==> src/rtl/mtm_alu_serializer_if.sv <==
// Result handshake and serial line bundle for mtm_alu_serializer.
// valid/ready: a result transfers on a rising clk edge where in_valid && in_ready; the source holds C/ctl_in/err_in stable while in_valid is high.
interface mtm_alu_serializer_if;
    logic        in_valid;
    logic        in_ready;
    logic [31:0] C;
    logic [7:0]  ctl_in;
    logic        err_in;
    logic        sout;
    logic        busy;

    modport master (
        output in_valid, C, ctl_in, err_in,
        input  in_ready, sout, busy
    );

    modport slave (
        input  in_valid, C, ctl_in, err_in,
        output in_ready, sout, busy
    );
endinterface

==> src/rtl/mtm_alu_serializer.sv <==
// Serialises an ALU result into 11-bit DATA/CMD packets on sout (4 DATA + 1 CMD, or CMD only on error).
// Optional MTM_ALU_SER_IDLE_GAP_EN adds a 2-cycle GAP state after each frame.
module mtm_alu_serializer (
    input  logic                       clk,
    input  logic                       rst,
    mtm_alu_serializer_if.slave        bus,
    output logic [2:0]                 dbg_state
);
    typedef enum logic [2:0] {
        IDLE    = 3'd0,
        START   = 3'd1,
        TYPE    = 3'd2,
        PAYLOAD = 3'd3,
        STOP    = 3'd4
`ifdef MTM_ALU_SER_IDLE_GAP_EN
        , GAP   = 3'd5
`endif
    } state_t;

    state_t      state;
    logic        sout_q;
    logic [31:0] c_q;
    logic [7:0]  ctl_q;
    logic        err_q;
    logic [2:0]  bit_cnt;
    logic [2:0]  pkt_cnt;
`ifdef MTM_ALU_SER_IDLE_GAP_EN
    logic        gap_cnt;
`endif

    logic [7:0]  cur_byte;
    logic        type_bit;
    logic        last_pkt;

    // Packet index 4 is always the CMD packet; 0..3 walk C from the top byte down.
    always_comb begin
        cur_byte = ctl_q;
        case (pkt_cnt)
            3'd0:    cur_byte = c_q[31:24];
            3'd1:    cur_byte = c_q[23:16];
            3'd2:    cur_byte = c_q[15:8];
            3'd3:    cur_byte = c_q[7:0];
            default: cur_byte = ctl_q;
        endcase
    end

    assign type_bit = (pkt_cnt == 3'd4);
    assign last_pkt = err_q || (pkt_cnt == 3'd4);

    // sout_q is loaded with the bit belonging to the state being entered.
    always_ff @(posedge clk or posedge rst) begin
        if (rst) begin
            state   <= IDLE;
            sout_q  <= 1'b1;
            c_q     <= '0;
            ctl_q   <= '0;
            err_q   <= 1'b0;
            bit_cnt <= '0;
            pkt_cnt <= '0;
`ifdef MTM_ALU_SER_IDLE_GAP_EN
            gap_cnt <= 1'b0;
`endif
        end else begin
            case (state)
                IDLE: begin
                    sout_q <= 1'b1;
                    if (bus.in_valid) begin
                        c_q     <= bus.C;
                        ctl_q   <= bus.ctl_in;
                        err_q   <= bus.err_in;
                        pkt_cnt <= bus.err_in ? 3'd4 : 3'd0;
                        bit_cnt <= '0;
                        state   <= START;
                        sout_q  <= 1'b0;
                    end
                end
                START: begin
                    state  <= TYPE;
                    sout_q <= type_bit;
                end
                TYPE: begin
                    state   <= PAYLOAD;
                    bit_cnt <= 3'd7;
                    sout_q  <= cur_byte[7];
                end
                PAYLOAD: begin
                    if (bit_cnt == 3'd0) begin
                        state  <= STOP;
                        sout_q <= 1'b1;
                    end else begin
                        bit_cnt <= bit_cnt - 3'd1;
                        sout_q  <= cur_byte[bit_cnt - 3'd1];
                    end
                end
                STOP: begin
                    if (!last_pkt) begin
                        pkt_cnt <= pkt_cnt + 3'd1;
                        state   <= START;
                        sout_q  <= 1'b0;
                    end else begin
`ifdef MTM_ALU_SER_IDLE_GAP_EN
                        state   <= GAP;
                        gap_cnt <= 1'b0;
`else
                        state   <= IDLE;
`endif
                        sout_q  <= 1'b1;
                    end
                end
`ifdef MTM_ALU_SER_IDLE_GAP_EN
                GAP: begin
                    sout_q <= 1'b1;
                    if (gap_cnt) state <= IDLE;
                    else         gap_cnt <= 1'b1;
                end
`endif
                default: begin
                    state  <= IDLE;
                    sout_q <= 1'b1;
                end
            endcase
        end
    end

    assign bus.in_ready = (state == IDLE);
    assign bus.busy     = (state != IDLE);
    assign bus.sout     = sout_q;
    assign dbg_state    = state;
endmodule

==> src/flat_wrapper.sv <==
// flat-port wrapper written by rule: the top's interface ports become plain ports
module mtm_alu_serializer_flat 
  (clk, rst, dbg_state, bus_in_valid, bus_C, bus_ctl_in, bus_err_in, bus_in_ready, bus_sout, bus_busy);
  mtm_alu_serializer_if bus_i ();
  input  logic clk;
  input  logic rst;
  output logic [2:0] dbg_state;
  input wire logic [$bits(bus_i.in_valid)-1:0] bus_in_valid;
  input wire logic [$bits(bus_i.C)-1:0] bus_C;
  input wire logic [$bits(bus_i.ctl_in)-1:0] bus_ctl_in;
  input wire logic [$bits(bus_i.err_in)-1:0] bus_err_in;
  output wire logic [$bits(bus_i.in_ready)-1:0] bus_in_ready;
  output wire logic [$bits(bus_i.sout)-1:0] bus_sout;
  output wire logic [$bits(bus_i.busy)-1:0] bus_busy;
  assign bus_i.in_valid = bus_in_valid;
  assign bus_i.C = bus_C;
  assign bus_i.ctl_in = bus_ctl_in;
  assign bus_i.err_in = bus_err_in;
  assign bus_in_ready = bus_i.in_ready;
  assign bus_sout = bus_i.sout;
  assign bus_busy = bus_i.busy;
  mtm_alu_serializer u_core (.clk(clk), .rst(rst), .bus(bus_i), .dbg_state(dbg_state));
endmodule
==> config.mk <==
export PLATFORM = sky130hd
export DESIGN_NAME = mtm_alu_serializer_flat
export DESIGN_NICKNAME = d
export VERILOG_FILES = /design/src/rtl/mtm_alu_serializer_if.sv /design/src/rtl/mtm_alu_serializer.sv /design/src/flat_wrapper.sv
export SDC_FILE = /design/constraint.sdc
export NUM_CORES = 1
export LEC_CHECK = 0
export BUFFER_PORTS_ARGS = -buffer_cell sky130_fd_sc_hd__buf_4
export CORE_MARGIN = 3
export CORE_UTILIZATION = 27
export CTS_BUF_LIST = sky130_fd_sc_hd__clkbuf_8
export CTS_CLUSTER_SIZE = 10
export DETAILED_ROUTE_END_ITERATION = 12
export GPL_ROUTABILITY_DRIVEN = 0
export HOLD_SLACK_MARGIN = 0.12
export PLACE_DENSITY = 0.56
export SYNTH_ARGS = -nofsm -noshare
export SYNTH_HDL_FRONTEND = slang
export SYNTH_SLANG_ARGS = --single-unit
==> constraint.sdc <==
create_clock -name clk -period 2.8 [get_ports clk]
set_input_delay 0.14 -clock clk [delete_from_list [all_inputs] [get_ports clk]]
set_output_delay 0.14 -clock clk [all_outputs]
set_load 0.005 [all_outputs]
==> results.sh <==
export IMPL_status="complete, no violations"
export IMPL_grt_max_degree=52
export IMPL_drive_gt1_share_pct=18.1
export IMPL_fin_ws_ns=0.344
export IMPL_synth_nets=335
export IMPL_hold_viol=0
export IMPL_portBuffers=49
export IMPL_tns_ns=0
export IMPL_htree_levels=2
export IMPL_yosysTopAreaCell="dfrtp_1"
export IMPL_antenna_found_initial=0
export IMPL_io_pins=50
export IMPL_timing_critical_path_arrival_ns=2.65
export IMPL_synth_distinct_cells=36
export IMPL_drv_cap=0
export IMPL_drc=0
export IMPL_async_flop_share_pct=100
export IMPL_crit_buf_inv=1
export IMPL_relSlewSlack_pct=29.2
export IMPL_ant_nets=0
export IMPL_max_clock_freq_mhz=407
export IMPL_synth_edf_count=0
export IMPL_synthMostInstantiatedCell="nand2_1"
export IMPL_yosys_register_bits=51
export IMPL_path_max_fanout=9
export IMPL_die_x_um=101
export IMPL_crit_type="flip-flop to flip-flop"
export IMPL_avgSynthCellArea_um2=8.60
export IMPL_cp_slowest_cell="dfrtp_1"
export IMPL_p_leak_nw=1.65
export IMPL_worstMarginPinSlew_ns=1.06
export IMPL_syn_cell_area_um2=2440
export IMPL_synth_warnings=0
export IMPL_core_area_um2=8760
export IMPL_cp_start_kind="flip-flop"
export IMPL_hold_class="input port to asynchronous set/reset pin"
export IMPL_clkLatencyLatePin_ns=0.29
export IMPL_syn_to_final_growth_pct=39.0
export IMPL_report_final_slew_viol_count=0
export IMPL_fin_crit_sh_pct=87.7
export IMPL_synth_seq_area_share_pct=52.3
export IMPL_crit_required_ns=3.00
export IMPL_num_rows=34
export IMPL_synth_common_cells="nand2_1, dfrtp_1, inv_1"
export IMPL_setup_viol=0
export IMPL_clock_sinks=51
export IMPL_layout_nets=421
export IMPL_dr_pass1_iters=5
export IMPL_numCtsBuffers=5
export IMPL_cts_tree="done"
export IMPL_path_clk_slew_ns=0.09
export IMPL_skew_ns=0.00691
export IMPL_vias=2194
export IMPL_power_density_nw_per_um2=873
export IMPL_grt_pass1_vias=2172
export IMPL_num_antenna_cells=0
export IMPL_grt_total_usage_pct=13.1
export IMPL_period_needed_ns=2.46
export IMPL_routed_via_density=4.58
export IMPL_ctsResizeCount=0
export IMPL_initial_core_util_pct=27.9
export IMPL_wl_per_cell_um=13.2
export IMPL_dieHeight_um=101
export IMPL_synth_flop_cell="dfrtp_1"
export IMPL_synth_top_area_share_pct=51.2
export IMPL_gr_total_overflow=0
export IMPL_cp_slowest_stage_delay_ns=0.42
export IMPL_wirelength_um=6320
export IMPL_syn_inst=284
export IMPL_dpl_hpwl_um=4500
export IMPL_rsz0062_at_grt="false"
export IMPL_drt_first_iter_violations=112
export IMPL_die_area_um2=10200
export IMPL_vdd_drop_max_uv=336
export IMPL_grt_pass1_wl_um=10800
export IMPL_worstSetupEndpointType="flip-flop"
export IMPL_cts_root_buffer="clkbuf_8"
export IMPL_synth_area_leaders="dfrtp_1, nand2_1, ha_1"
export IMPL_critPathTopFamily="compound AO/OA/AOI/OAI gates"
export IMPL_cts_buffer_depth=2
export IMPL_crit_chain="inv_1 -> ha_1 -> or3_4 -> a21oi_4 -> a211o_2 -> a21oi_1 -> o311a_1 -> o41ai_2"
export IMPL_place_ws_ns=0.369
flip-flops by register name (all words and copies together) (netlist names):
name,cells
u_core.err_q,1
u_core.bus.sout,1
u_core.pkt_cnt,3
u_core.dbg_state,3
u_core.c_q,32
u_core.ctl_q,8
u_core.bit_cnt,3
report_power, final:
part	switching [mW]	total (mW)	internal [mW]
Sequential	0.281	1.37	1.09
Combinational	0.652	1.19	0.543
Clock	0.228	0.397	0.169
Total	1.16	2.96	1.80
logic make-up (layout without fill, tap and decap cells):
family / count (synthesis) / after routing / share of synthesized area (%)
adder cells (fa/ha/maj): 7 / 7 / 3.59
XOR/XNOR: 1 / 1 / 0.359
AND/OR/NAND/NOR: 155 / 155 / 25.3
AO/OA/AOI/OAI: 45 / 45 / 14.1
flip-flops: 51 / 51 / 52.3
buffers and inverters: 25 / 112 / 4.30
layer usage:
metal / global-route usage [%] / vias up / part of all wire [%]
li1: - / 1111 / -
met3: 2.70 / 6 / 4.4
met1: 17.9 / 1033 / 45
met2: 21.7 / 44 / 50
met4: 2.86 / 0 / 1.4
met5: 0 / - / 0
path summary, 6_finish.rpt:
| kind | startpoint | to | slack [ns] | depth (start not counted) |
|---|---|---|---|---|
| min in group clk | bus_in_valid | u_core.bus.sout | 0.31 | 6 |
| max in group asynchronous | rst | u_core.c_q[0] | 2.03 | 2 |
| min reg2reg | u_core.c_q[8] | u_core.c_q[8] | 0.49 | 2 |
| max | u_core.pkt_cnt[0] | u_core.bus.sout | 0.34 | 8 |
| min | rst | u_core.c_q[28] | 0.12 | 2 |
| max reg2reg | u_core.pkt_cnt[0] | u_core.bus.sout | 0.34 | 8 |
layout by cell type (no fill, tap or decap):
cell,count
a41oi_1,1
nand2b_1,1
or2b_1,1
nand4b_1,1
o21ai_0,8
or3_1,1
a311oi_1,2
nand3_1,1
a21oi_1,8
inv_2,1
o211ai_1,7
o311a_1,1
o22ai_1,1
o41ai_2,1
dlygate4sd3_1,41
or3_4,1
dfrtp_1,50
or2_2,1
nand2_1,135
and2_1,1
nor2b_1,1
a22oi_1,3
a221o_1,1
xor2_1,1
buf_4,51
nor2_2,1
clkbuf_8,5
a22o_2,2
nor3_1,2
nor2_1,7
nand3b_1,1
a221oi_1,4
inv_1,13
ha_1,7
a211o_2,1
a21oi_4,1
a222oi_1,4
clkinv_2,1
dfstp_2,1
final cells by class:
type                    count  area [um2]
clock buffers               5        68.8
clock inverters             3        12.5
fillers                   926        5370
inverters                  12        45.0
multi-input cells         208        1060
flip-flops and latches     51        1280
well taps                 108         135
repair buffers             92         793
stage by stage:
step / hold WS [ns] / util (%) / instances / cell area (um2) / total power [mW]
5_1_grt: 0.206 / 38.7 / 479 / 3390 / 3.25
4_1_cts: 0.167 / 38.7 / 479 / 3390 / 3.01
3_3_place_gp: 0.332 / 33.1 / 430 / 2900 / 2.53
6_report: 0.118 / 38.7 / 479 / 3390 / 2.96
3_5_place_dp: 0.334 / 33.1 / 430 / 2900 / 2.56
2_1_floorplan: 0.245 / - / 284 / 2440 / 2.15
what timing repair did:
| item | in CTS | in global routing |
|---|---|---|
| hold buffers | 41 | 0 |
| setup buffers | 0 | 0 |
| endpoints found under the hold margin | 41 | 0 |
No activity file was read; power rests on OpenSTA's default activity.
